==> config.mk <==
export PLATFORM = sky130hd
export DESIGN_NAME = rr_bus_arbiter
export DESIGN_NICKNAME = d
export VERILOG_FILES = /design/src/rtl/rr_bus_arbiter.sv
export SDC_FILE = /design/constraint.sdc
export NUM_CORES = 1
export LEC_CHECK = 0
export ABC_CLOCK_PERIOD_IN_PS = 1500
export BUFFER_PORTS_ARGS = -buffer_cell sky130_fd_sc_hd__buf_2
export CORE_MARGIN = 2
export CORE_UTILIZATION = 35
export DETAILED_ROUTE_END_ITERATION = 8
export GPL_TIMING_DRIVEN = 1
export PLACE_DENSITY = 0.7
export SLEW_MARGIN = 20
export SYNTH_ARGS = -nofsm -noshare
export SYNTH_HDL_FRONTEND = slang
export SYNTH_SLANG_ARGS = --single-unit
==> constraint.sdc <==
create_clock -name clk_i -period 1.5 [get_ports clk_i]
set_clock_uncertainty 0.05 [all_clocks]
set_input_delay 0 -clock clk_i [delete_from_list [all_inputs] [get_ports clk_i]]
set_output_delay 0 -clock clk_i [all_outputs]
set_load 0.01 [all_outputs]
==> src/rtl/rr_bus_arbiter.sv <==
// rtl/rr_bus_arbiter.sv - round-robin owner arbiter and registered word path for the shared internal bus
module rr_bus_arbiter #(
    parameter int DATA_W   = 18,
    parameter int MAX_HOLD = 8
) (
    input  logic              clk_i,
    input  logic              rst_i,
    input  logic [3:0]        req_i,
    input  logic [3:0]        done_i,
    input  logic [DATA_W-1:0] in0_i,
    input  logic [DATA_W-1:0] in1_i,
    input  logic [DATA_W-1:0] in2_i,
    input  logic [DATA_W-1:0] in3_i,
    output logic [3:0]        grant_o,
    output logic [1:0]        sel_o,
    output logic [DATA_W-1:0] bus_out_o,
    output logic              bus_valid_o,
    output logic              timeout_o
);

    typedef enum logic {IDLE, GRANT} state_t;

    localparam int CNT_W = (MAX_HOLD == 0) ? 1 : $clog2(MAX_HOLD + 1);
    localparam logic [CNT_W-1:0] HOLD_LAST = (MAX_HOLD == 0) ? '0 : CNT_W'(MAX_HOLD - 1);
    localparam logic [CNT_W-1:0] CNT_MAX   = '1;

    state_t            state_q, state_d;
    logic [3:0]        grant_q, grant_d;
    logic [1:0]        sel_q, sel_d;
    logic [1:0]        ptr_q, ptr_d;
    logic [CNT_W-1:0]  hold_q, hold_d;
    logic [DATA_W-1:0] bus_q, bus_d;
    logic              valid_q, valid_d;
    logic              timeout_q, timeout_d;

    logic [1:0]        win;
    logic [1:0]        cand;
    logic              found;
    logic              own_req;
    logic              own_done;
    logic              limit_hit;
    logic              release_own;
    logic [DATA_W-1:0] sel_word;

    // Search starts just past the last owner so every requester gets a turn.
    always_comb begin
        win   = ptr_q;
        cand  = '0;
        found = 1'b0;
        for (int i = 1; i <= 4; i++) begin
            cand = ptr_q + 2'(i);
            if (!found && req_i[cand]) begin
                found = 1'b1;
                win   = cand;
            end
        end
    end

    assign own_req     = req_i[sel_q];
    assign own_done    = done_i[sel_q];
    assign limit_hit   = (MAX_HOLD != 0) && (hold_q == HOLD_LAST);
    assign release_own = own_done || !own_req || limit_hit;

    always_comb begin
        case (sel_q)
            2'd0:    sel_word = in0_i;
            2'd1:    sel_word = in1_i;
            2'd2:    sel_word = in2_i;
            default: sel_word = in3_i;
        endcase
    end

    always_ff @(posedge clk_i) begin
        if (rst_i) begin
            state_q <= IDLE;
        end else begin
            state_q <= state_d;
        end
    end

    always_comb begin
        state_d = state_q;
        case (state_q)
            IDLE:    if (found)       state_d = GRANT;
            GRANT:   if (release_own) state_d = IDLE;
            default: state_d = IDLE;
        endcase
    end

    always_comb begin
        grant_d   = grant_q;
        sel_d     = sel_q;
        ptr_d     = ptr_q;
        hold_d    = hold_q;
        timeout_d = 1'b0;
        case (state_q)
            IDLE: begin
                if (found) begin
                    grant_d = 4'b0001 << win;
                    sel_d   = win;
                    ptr_d   = win;
                    hold_d  = '0;
                end
            end
            GRANT: begin
                hold_d = (hold_q == CNT_MAX) ? hold_q : hold_q + CNT_W'(1);
                if (release_own) begin
                    grant_d   = 4'b0000;
                    // A timeout is reported only when the limit alone forced the release.
                    timeout_d = limit_hit && !own_done && own_req;
                end
            end
            default: ;
        endcase
        bus_d   = (grant_q != 4'b0000) ? sel_word : bus_q;
        valid_d = (grant_q != 4'b0000);
    end

    always_ff @(posedge clk_i) begin
        if (rst_i) begin
            grant_q   <= 4'b0000;
            sel_q     <= 2'd0;
            ptr_q     <= 2'd3;
            hold_q    <= '0;
            bus_q     <= '0;
            valid_q   <= 1'b0;
            timeout_q <= 1'b0;
        end else begin
            grant_q   <= grant_d;
            sel_q     <= sel_d;
            ptr_q     <= ptr_d;
            hold_q    <= hold_d;
            bus_q     <= bus_d;
            valid_q   <= valid_d;
            timeout_q <= timeout_d;
        end
    end

    assign grant_o     = grant_q;
    assign sel_o       = sel_q;
    assign bus_out_o   = bus_q;
    assign bus_valid_o = valid_q;
    assign timeout_o   = timeout_q;

endmodule

==> results of run 1 <==
-- Yosys cell counts (2+ instances only) --
| master | number |
|---|---|
| o21ai_0 | 4 |
| dfxtp_1 | 33 |
| inv_1 | 2 |
| buf_2 | 6 |
| or2_2 | 2 |
| nor3_1 | 4 |
| nand3_1 | 5 |
| nor2_1 | 9 |
| a32o_2 | 4 |
| mux4_2 | 19 |
| a21oi_1 | 25 |
| nand2_1 | 42 |
| o21a_1 | 2 |
| nand2b_1 | 4 |
| clkbuf_1 | 4 |
-- cells by family (layout without fill, tap and decap cells) --
kind of cell,after synthesis,count (layout),synth area share [%]
flops,33,33,36.77
buf+inv,14,132,3.969
mux,19,19,23.82
fa+ha+maj,1,1,0.6963
compound gates,42,42,15.46
xor+xnor,1,1,0.4876
simple gates,73,73,18.80
-- worst max-delay path, delay by kind of cell (launching register included) --
kind           cells  cell delay, ps
multiplexers       1             550
AO/OA/AOI/OAI      2             440
flip-flops         1             370
-- sequential cells by signal, summed over array words and instances (netlist names) --
name	flops
timeout_o	1
hold_q	4
grant_o	4
state_q	1
ptr_q	2
sel_o	2
bus_out_o	18
bus_valid_o	1
-- layout make-up --
type / instances / share of cell area (%)
multi-input cells: 136 / 41.51
flip-flops and latches: 33 / 25.89
repair buffers: 122 / 25.69
well taps: 70 / 3.406
clock buffers: 6 / 2.822
clock inverters: 2 / 0.3893
inverters: 2 / 0.2920
-- where the power goes --
part	internal (mW)	total (mW)	switching, mW
registers	0.991	1.06	0.0667
clock network	0.321	0.633	0.312
logic	0.478	0.926	0.449
-- final timing paths --
path	from	to	slack [ps]
worst max-delay path	sel_o[0]$_SDFFE_PP0P_	grant_o[0]$_SDFFE_PP0P_	40
worst min-delay path	rst_i	bus_out_o[6]$_SDFFE_PP0P_	30
worst max register to register	sel_o[0]$_SDFFE_PP0P_	grant_o[0]$_SDFFE_PP0P_	40
worst min register to register	bus_out_o[4]$_SDFFE_PP0P_	bus_out_o[4]$_SDFFE_PP0P_	400
-- stage by stage --
stage	TNS, ps	hold slack [ps]	utilization (%)	power [mW]
2_1_floorplan	0	39.69	-	1.638
3_3_place_gp	0	307.4	49.23	1.986
3_5_place_dp	0	318.6	49.23	2.013
4_1_cts	0	14.36	50.87	2.666
5_1_grt	-2.338	26.23	50.99	2.805
6_report	0	30.49	50.99	2.616
-- routing by layer --
layer	part of all wire [%]	vias to the layer above	global-route usage, %
met5	0	-	0
li1	-	909	-
met3	7.9	2	5.291
met4	0.49	0	4.873
met1	42	837	20.15
met2	49	79	30.53
-- timing repair --
action                                  4_1_cts  5_1_grt
endpoints found under the hold margin         0        0
gates resized for setup                       0        3
endpoints found under the setup margin        4        5
pin swaps                                     1        1
==> results.py, run 1 <==
metrics = {
    "clocking": {
        "cts-htree-levels": 2,
        "clkSinkCount": 33,
        "hold_buffers": 0,
        "post_cts_buffers": 0,
        "clockBufferDepth": 2,
        "clkSlewWorstSetupHoldPaths_ps": 70,
        "clock_latency_ps": 280,
        "cts_tree": "built",
        "clockRootBuffer": "clkbuf_8",
        "cts_inserted_buffers": 5,
    },
    "synthesis": {
        "synth_edf_count": 0,
        "synth.area.top_cells": "dfxtp_1 37%, mux4_2 24%, nand2_1 8.8%, a21oi_1 7.0%, a32o_2 2.5%",
        "ys_types": 33,
        "synth_area_leader_cell": "dfxtp_1",
        "synthFlopType": "dfxtp_1",
        "ys_seq_elements": 33,
        "syn_area_mm2": 0.001797,
        "synth.top_cell.area_share_pct": 36.77,
        "syn_inst": 183,
        "synth_area_per_cell_um2": 9.818,
        "yosysSeqAreaShare_pct": 36.77,
        "synth_warnings": 0,
        "synth_nets": 266,
        "async_reset_ff_share_pct": 0,
    },
    "drt": {
        "vias": 1827,
        "via_per_inst": 4.925,
        "ant_nets": 0,
        "drtPass1Iterations": 4,
        "drt_iter0_markers": 53,
        "wl_per_cell_um": 13.24,
        "wirelength_um": 4912,
        "drc": 0,
    },
    "sta": {
        "max_clock_freq_mhz": 686.7,
        "period_share_pct": 97.08,
        "fin_crit_ps": 1456,
        "postLayoutSetupSlackWorst_ps": 43.82,
        "hold_viol_final": 0,
        "grt_setup_unrepaired": "yes",
        "setup_viol": 0,
        "worstMarginPinSlew_ps": 492.9,
        "relSlewSlack_pct": 66.84,
        "drv_slew": 0,
    },
    "global_routing": {
        "grt_max_degree": 22,
        "grt_antenna_before_repair": 0,
        "grt_util_all_layers_pct": 17.25,
        "grt_pass1_vias": 1703,
        "grt-ovfl-total": 0,
        "grt_pass1_wl_um": 7403,
    },
    "worst_setup_path": {
        "worstPathRequired_ps": 1680,
        "r2r.worst_path.cells": 3,
        "critical_path_class": "register to register",
        "max_stage_delay_ps": 550,
        "critPathMaxFanout": 4,
        "crit_path_end_kind": "register",
        "crit_arrival_ps": 1630,
        "cp_cell_sequence": "mux4_2 -> o31ai_4 -> a32o_2",
        "cp-start-kind": "register",
        "crit_slowest_cell": "mux4_2",
    },
    "floorplan": {
        "die_y_um": 75.65,
        "core_mm2": 0.005042,
        "die_w_um": 75.65,
        "rows": 26,
        "initial_utilization_pct": 35.63,
        "ios": 108,
        "die_area_mm2": 0.005723,
    },
    "cells_and_area": {
        "final_area_mm2": 0.002571,
        "regArea_um2": 665.6,
        "most-common-layout-cells": "107 x buf_2, 42 x nand2_1, 31 x dfxtp_1",
        "fillers": 480,
        "final_cells": 371,
        "area_growth_pct": 43.11,
        "drive_above_1_share_pct": 53.49,
        "final_common_cell": "buf_2",
        "diodes": 0,
        "final_nets": 383,
        "multi_input_area_mm2": 0.001067,
    },
    "worst_hold_path": {
        "min_path_cells": 2,
        "min_path_type": "input port to register",
    },
    "placed_design": {
        "dp_slack_ps": 6.684,
        "dp.cells": 363,
        "place_area_mm2": 0.002482,
        "dp_hpwl_um": 3829,
        "portBuffers": 107,
        "gp_congestion": 0.7965,
    },
    "outcome": {
        "status": "finished clean",
    },
    "power_and_ir_drop": {
        "peakVddDrop_mv": 0.4873,
        "p_per_area_mw_per_mm2": 1018,
        "power_leakage_nw": 1.191,
    },
    "job": {
        "max_cap_viol_count": 0,
    },
}
No activity file was read; power rests on OpenSTA's default activity.
==> run 2: changes to the inputs <==
--- a/config.mk
+++ b/config.mk
@@ -5,13 +5,14 @@
 export SDC_FILE = /design/constraint.sdc
 export NUM_CORES = 1
 export LEC_CHECK = 0
-export ABC_CLOCK_PERIOD_IN_PS = 1500
+export ABC_CLOCK_PERIOD_IN_PS = 1400
 export BUFFER_PORTS_ARGS = -buffer_cell sky130_fd_sc_hd__buf_2
 export CORE_MARGIN = 2
 export CORE_UTILIZATION = 35
+export CTS_BUF_LIST = sky130_fd_sc_hd__clkbuf_4
 export DETAILED_ROUTE_END_ITERATION = 8
 export GPL_TIMING_DRIVEN = 1
-export PLACE_DENSITY = 0.7
+export PLACE_DENSITY = 0.67
 export SLEW_MARGIN = 20
 export SYNTH_ARGS = -nofsm -noshare
 export SYNTH_HDL_FRONTEND = slang
==> constraint.sdc (replaced) <==
create_clock -name clk_i -period 1.4 [get_ports clk_i]
set_clock_uncertainty 0.05 [all_clocks]
set_input_delay 0 -clock clk_i [delete_from_list [all_inputs] [get_ports clk_i]]
set_output_delay 0 -clock clk_i [all_outputs]
set_load 0.01 [all_outputs]
==> run 2 against run 1 <==
Net effect:
- the run now ends with negative setup slack left
- global-route usage decreased by 0.95 points
- via count grew 2.6%
- combinational power rose by 16%
- worst hold slack improved by 53 ps
- non-clock buffer count up 7
- sequential power up 7%
- worst setup slack got worse by 97 ps
- critical path depth unchanged
- fmax is 0.19% higher
- critical endpoint unchanged
- highest routed layer unchanged
==> results.py, run 2 (synthesis gave the netlist of run 1 again) <==
metrics = {
    "cells_and_area": {
        "largest_reg_flops": 18,
        "final_area_mm2": 0.002664,
        "final_nets": 390,
        "area_growth_pct": 48.26,
        "diodes": 0,
        "fillers": 461,
        "final_common_cell": "buf_2",
        "most-common-layout-cells": "107 x buf_2, 39 x nand2_1, 30 x dfxtp_1",
        "drive_above_1_share_pct": 57.14,
    },
    "floorplan": {
        "rows": 26,
        "die_y_um": 75.65,
        "core_mm2": 0.005042,
        "ios": 108,
        "die_area_mm2": 0.005723,
        "die_w_um": 75.65,
        "initial_utilization_pct": 35.63,
    },
    "job": {
        "max_cap_viol_count": 0,
    },
    "clocking": {
        "cts-htree-levels": 2,
        "clkSlewWorstSetupHoldPaths_ps": 110,
        "clock_latency_ps": 330,
        "clkSinkCount": 33,
        "cts_inserted_buffers": 5,
        "clockBufferDepth": 2,
        "cts_tree": "built",
        "clockRootBuffer": "clkbuf_4",
    },
    "power_and_ir_drop": {
        "p_per_area_mw_per_mm2": 1029,
        "peakVddDrop_mv": 0.6238,
        "power_leakage_nw": 1.230,
    },
    "sta": {
        "postLayoutSetupSlackWorst_ps": -53.35,
        "drv_slew": 0,
        "setup_viol": 19,
        "relSlewSlack_pct": 78.56,
        "grt_setup_unrepaired": "yes",
        "period_share_pct": 103.8,
        "max_clock_freq_mhz": 688.1,
        "fin_crit_ps": 1453,
        "worstMarginPinSlew_ps": 313.4,
        "hold_viol_final": 0,
    },
    "placed_design": {
        "gp_congestion": 0.7727,
        "dp_hpwl_um": 3782,
        "dp_slack_ps": -64.66,
        "portBuffers": 107,
        "place_area_mm2": 0.002516,
    },
    "global_routing": {
        "grt_max_degree": 21,
        "grt_util_all_layers_pct": 16.29,
        "grt-ovfl-total": 0,
        "grt_pass1_vias": 1588,
        "grt_pass1_wl_um": 6975,
        "grt_antenna_before_repair": 0,
    },
    "worst_setup_path": {
        "reg2reg_from": "sel_o[0]$_SDFFE_PP0P_",
        "worstPathRequired_ps": 1630,
        "crit_arrival_ps": 1680,
        "cp_top_family": "multiplexers",
        "timing.rr.end": "grant_o[0]$_SDFFE_PP0P_",
        "r2r_slack_ps": -50,
        "cp-start-kind": "register",
        "r2r.worst_path.cells": 3,
        "max_stage_delay_ps": 540,
        "crit_path_end_kind": "register",
        "cp_cell_sequence": "mux4_2 -> o31ai_4 -> a32o_2",
        "cp.buffers_inverters": 0,
        "critical_path_class": "register to register",
        "crit_slowest_cell": "mux4_2",
        "critPathMaxFanout": 4,
    },
    "worst_hold_path": {
        "min_path_type": "input port to register",
        "min_path_cells": 4,
        "hold_start": "in0_i[15]",
        "worstHoldEndpoint": "bus_out_o[15]$_SDFFE_PP0P_",
    },
    "outcome": {
        "violations": "negative setup slack",
        "status": "finished, violations left",
    },
    "drt": {
        "drc": 0,
        "vias": 1874,
        "drt_iter0_markers": 54,
        "via_per_inst": 4.958,
        "ant_nets": 0,
        "wirelength_um": 4953,
        "drtPass1Iterations": 4,
        "wl_per_cell_um": 13.10,
    },
}
==> run 2: worst max-delay path by stage <==
stage                     startpoint                    endpoint  slack, ps  depth (start not counted)
6_report       sel_o[0]$_SDFFE_PP0P_     grant_o[0]$_SDFFE_PP0P_        -50                          3
5_1_grt        sel_o[0]$_SDFFE_PP0P_     grant_o[3]$_SDFFE_PP0P_       -120                          3
4_1_cts        sel_o[0]$_SDFFE_PP0P_     grant_o[0]$_SDFFE_PP0P_        -60                          3
3_5_place_dp   sel_o[0]$_SDFFE_PP0P_     grant_o[0]$_SDFFE_PP0P_        -60                          3
3_3_place_gp   sel_o[0]$_SDFFE_PP0P_     grant_o[0]$_SDFFE_PP0P_        -40                          3
2_1_floorplan  sel_o[0]$_SDFFE_PP0P_  bus_out_o[14]$_SDFFE_PP0P_        -50                          5
==> run 2: area by class of cell <==
cell class	count	area (µm²)	share of cell area, %
multi-input combinational	136	1094	41.05
timing repair buffer	129	749.5	28.14
sequential	33	669.4	25.13
tap	70	87.58	3.288
clock buffer	7	52.55	1.973
inverter	2	7.507	0.2818
clock inverter	1	3.754	0.1409
==> run 2: worst reg2reg max path, delay by kind of cell (launching register included) <==
family	cells	cell delay (ps)
multiplexers	1	540
AO/OA/AOI/OAI	2	430
flip-flops	1	380
==> run 2: through the flow <==
stage / hold WS (ps) / std cells / total power, mW / setup TNS (ps) / utilization, %
after global routing: 81.12 / 378 / 2.923 / -1957 / 52.83
after detailed placement: 327.6 / 366 / 2.162 / -669.7 / 49.90
after floorplan: 39.69 / 183 / 1.787 / -615.5 / -
after global placement: 312.2 / 366 / 2.142 / -440.0 / 49.90
after CTS: 70.71 / 375 / 2.714 / -326.1 / 51.29
final: 83.27 / 378 / 2.742 / -466.8 / 52.83
==> run 2: power breakdown <==
part	leakage, nW	switching (mW)	internal [mW]
Sequential	0.272	0.0677	1.06
Combinational	0.924	0.501	0.566
Clock	0.0338	0.316	0.232
==> run 2: routing by layer <==
layer / vias up / wire length (µm) / share of wire [%] / GRT usage (%)
li1: 926 / - / - / -
met1: 874 / 2077 / 42 / 19.93
met2: 72 / 2519 / 51 / 27.83
met3: 2 / 337 / 6.8 / 5.291
met4: 0 / 18 / 0.36 / 4.094
met5: - / 0 / 0 / 0
==> run 2: repair_timing <==
item	CTS	global route
hold buffers	1	0
buffers inserted	0	2
pin swaps	1	2
endpoints found under the hold margin	7	0
gates cloned	0	1
gates resized for setup	1	11
setup endpoints to repair	19	26
==> run 3: changes to the inputs <==
--- a/config.mk
+++ b/config.mk
@@ -12,6 +12,7 @@
 export CTS_BUF_LIST = sky130_fd_sc_hd__clkbuf_4
 export DETAILED_ROUTE_END_ITERATION = 8
 export GPL_TIMING_DRIVEN = 1
+export MAX_ROUTING_LAYER = met4
 export PLACE_DENSITY = 0.67
 export SLEW_MARGIN = 20
 export SYNTH_ARGS = -nofsm -noshare
==> run 3 against run 2 <==
Net effect:
- critical path type unchanged
- first-iteration DRC count shrank 1.9%
- power shrank 0.12%
- wire length shrank 0.14%
- worst setup slack lost 1.8 ps
- design area is the same
- sequential cell count is the same
- die area is the same
- critical endpoint unchanged
- combinational power is essentially flat
- the flow still finishes with violations (negative setup slack)
- non-clock buffer count is the same
- via count shrank 0.21%
==> results.py, run 3 (synthesis gave the netlist of run 1 again) <==
metrics = {
    "outcome": {
        "status": "finished, violations left",
        "violations": "negative setup slack",
    },
    "floorplan": {
        "die_y_um": 75.65,
        "die_area_mm2": 0.005723,
        "die_w_um": 75.65,
        "core_mm2": 0.005042,
        "rows": 26,
        "initial_utilization_pct": 35.63,
        "ios": 108,
    },
    "worst_setup_path": {
        "critPathMaxFanout": 4,
        "cp-start-kind": "register",
        "r2r_slack_ps": -60,
        "cp_top_family": "multiplexers",
        "timing.rr.end": "grant_o[0]$_SDFFE_PP0P_",
        "worstPathRequired_ps": 1630,
        "r2r.worst_path.cells": 3,
        "critical_path_class": "register to register",
        "reg2reg_from": "sel_o[0]$_SDFFE_PP0P_",
        "max_stage_delay_ps": 540,
        "cp_cell_sequence": "mux4_2 -> o31ai_4 -> a32o_2",
        "cp.buffers_inverters": 0,
        "crit_path_end_kind": "register",
        "crit_arrival_ps": 1680,
        "crit_slowest_cell": "mux4_2",
    },
    "global_routing": {
        "grt_antenna_before_repair": 0,
        "grt_max_degree": 21,
        "grt-ovfl-total": 0,
        "grt_pass1_vias": 1589,
        "grt_util_all_layers_pct": 16.79,
        "grt_pass1_wl_um": 6982,
    },
    "power_and_ir_drop": {
        "share_seq_of_total_power_pct": 41.2,
        "power_frac_clock_pct": 19.9,
        "peakVddDrop_mv": 0.6239,
        "p_per_area_mw_per_mm2": 1028,
        "power_leakage_nw": 1.230,
        "pwr-share-comb_pct": 38.9,
        "p_sw_mw": 0.8808,
        "switching_share_pct": 32.16,
        "p_int_mw": 1.858,
    },
    "drt": {
        "vias": 1870,
        "wl_per_cell_um": 13.08,
        "drt_iter0_markers": 53,
        "wirelength_um": 4946,
        "ant_nets": 0,
        "via_per_inst": 4.947,
        "drc": 0,
        "drtPass1Iterations": 4,
    },
    "clocking": {
        "cts_tree": "built",
        "clock_latency_ps": 330,
        "cts-htree-levels": 2,
        "clkSinkCount": 33,
        "clockRootBuffer": "clkbuf_4",
        "clkSlewWorstSetupHoldPaths_ps": 110,
        "clockBufferDepth": 2,
        "cts_inserted_buffers": 5,
    },
    "job": {
        "max_cap_viol_count": 0,
    },
    "cells_and_area": {
        "final_cells": 378,
        "diodes": 0,
        "most-common-layout-cells": "107 x buf_2, 39 x nand2_1, 30 x dfxtp_1",
        "area_growth_pct": 48.26,
        "drive_above_1_share_pct": 57.14,
        "final_nets": 390,
        "largest_reg_flops": 18,
        "final_common_cell": "buf_2",
    },
    "sta": {
        "hold_viol_final": 0,
        "tns_ps": -490.7,
        "postLayoutSetupSlackWorst_ps": -55.18,
        "fin_crit_ps": 1455,
        "max_clock_freq_mhz": 687.2,
        "setup_viol": 20,
        "grt_setup_unrepaired": "yes",
        "period_share_pct": 103.9,
        "relSlewSlack_pct": 78.48,
        "worstMarginPinSlew_ps": 314.7,
        "drv_slew": 0,
    },
    "worst_hold_path": {
        "worstHoldEndpoint": "bus_out_o[15]$_SDFFE_PP0P_",
        "min_path_cells": 4,
        "hold_start": "in0_i[15]",
        "min_path_type": "input port to register",
    },
    "placed_design": {
        "gp_congestion": 0.7831,
        "portBuffers": 107,
        "dp_hpwl_um": 3782,
        "dp.cells": 366,
    },
}
[run 3: cell counts in the layout (fill, tap and decap cells not counted)]
No cell type changed its count.
[run 3: final cells by class]
type | count | area (µm²)
well taps | 70 | 87.58
repair buffers | 129 | 749.5
clock inverters | 1 | 3.754
multi-input cells | 136 | 1094
clock buffers | 7 | 52.55
inverters | 2 | 7.507
flip-flops and latches | 33 | 669.4
fillers | 461 | 2379
[run 3: what timing repair did]
action                     in CTS  in global routing
buffers inserted                0                  2
hold endpoints to repair        7                  0
resized for setup               1                 11
hold buffers                    1                  0
gates cloned                    0                  1
setup endpoints to repair      19                 26
pin swaps                       1                  2
[run 3: routing by layer]
layer  part of all wire (%)  track usage, %  vias to the layer above
met4                   0.38           3.509                        0
met3                    7.1           5.556                        2
met2                     51           27.83                       72
li1                       -               -                      924
met1                     41           20.02                      872
met5                      0               -                        -
[run 3: per-stage QoR]
| step | total power, mW | cell area [µm²] | setup WS, ps | hold slack [ps] | util (%) |
|---|---|---|---|---|---|
| after floorplan | 1.787 | 1833 | -51.61 | 39.69 | - |
| after global placement | 2.142 | 2516 | -38.77 | 312.2 | 49.90 |
| after detailed placement | 2.162 | 2516 | -64.66 | 327.6 | 49.90 |
| after CTS | 2.714 | 2586 | -58.22 | 70.71 | 51.29 |
| after global routing | 2.924 | 2664 | -118.6 | 79.74 | 52.83 |
| final | 2.739 | 2664 | -55.18 | 87.41 | 52.83 |
[run 3: how the worst max path moves through the flow]
stage	startpoint	to	slack (ps)	cells past startpoint
2_1_floorplan	sel_o[0]$_SDFFE_PP0P_	bus_out_o[14]$_SDFFE_PP0P_	-50	5
3_3_place_gp	sel_o[0]$_SDFFE_PP0P_	grant_o[0]$_SDFFE_PP0P_	-40	3
3_5_place_dp	sel_o[0]$_SDFFE_PP0P_	grant_o[0]$_SDFFE_PP0P_	-60	3
4_1_cts	sel_o[0]$_SDFFE_PP0P_	grant_o[0]$_SDFFE_PP0P_	-60	3
5_1_grt	sel_o[0]$_SDFFE_PP0P_	grant_o[3]$_SDFFE_PP0P_	-120	3
6_report	sel_o[0]$_SDFFE_PP0P_	grant_o[0]$_SDFFE_PP0P_	-60	3
[run 3: power groups by stage]
stage / Sequential (mW) / Clock [mW] / Combinational (mW)
2_1_floorplan: 1.21 / 0 / 0.581
3_3_place_gp: 1.14 / 0 / 0.998
3_5_place_dp: 1.15 / 0 / 1.01
4_1_cts: 1.13 / 0.566 / 1.02
5_1_grt: 1.15 / 0.609 / 1.17
6_report: 1.13 / 0.545 / 1.07
[run 3: worst min-delay path, stage by stage]
cell and delay, ps:
buf_2 70, mux4_2 210, nand2_1 50, a21oi_1 100
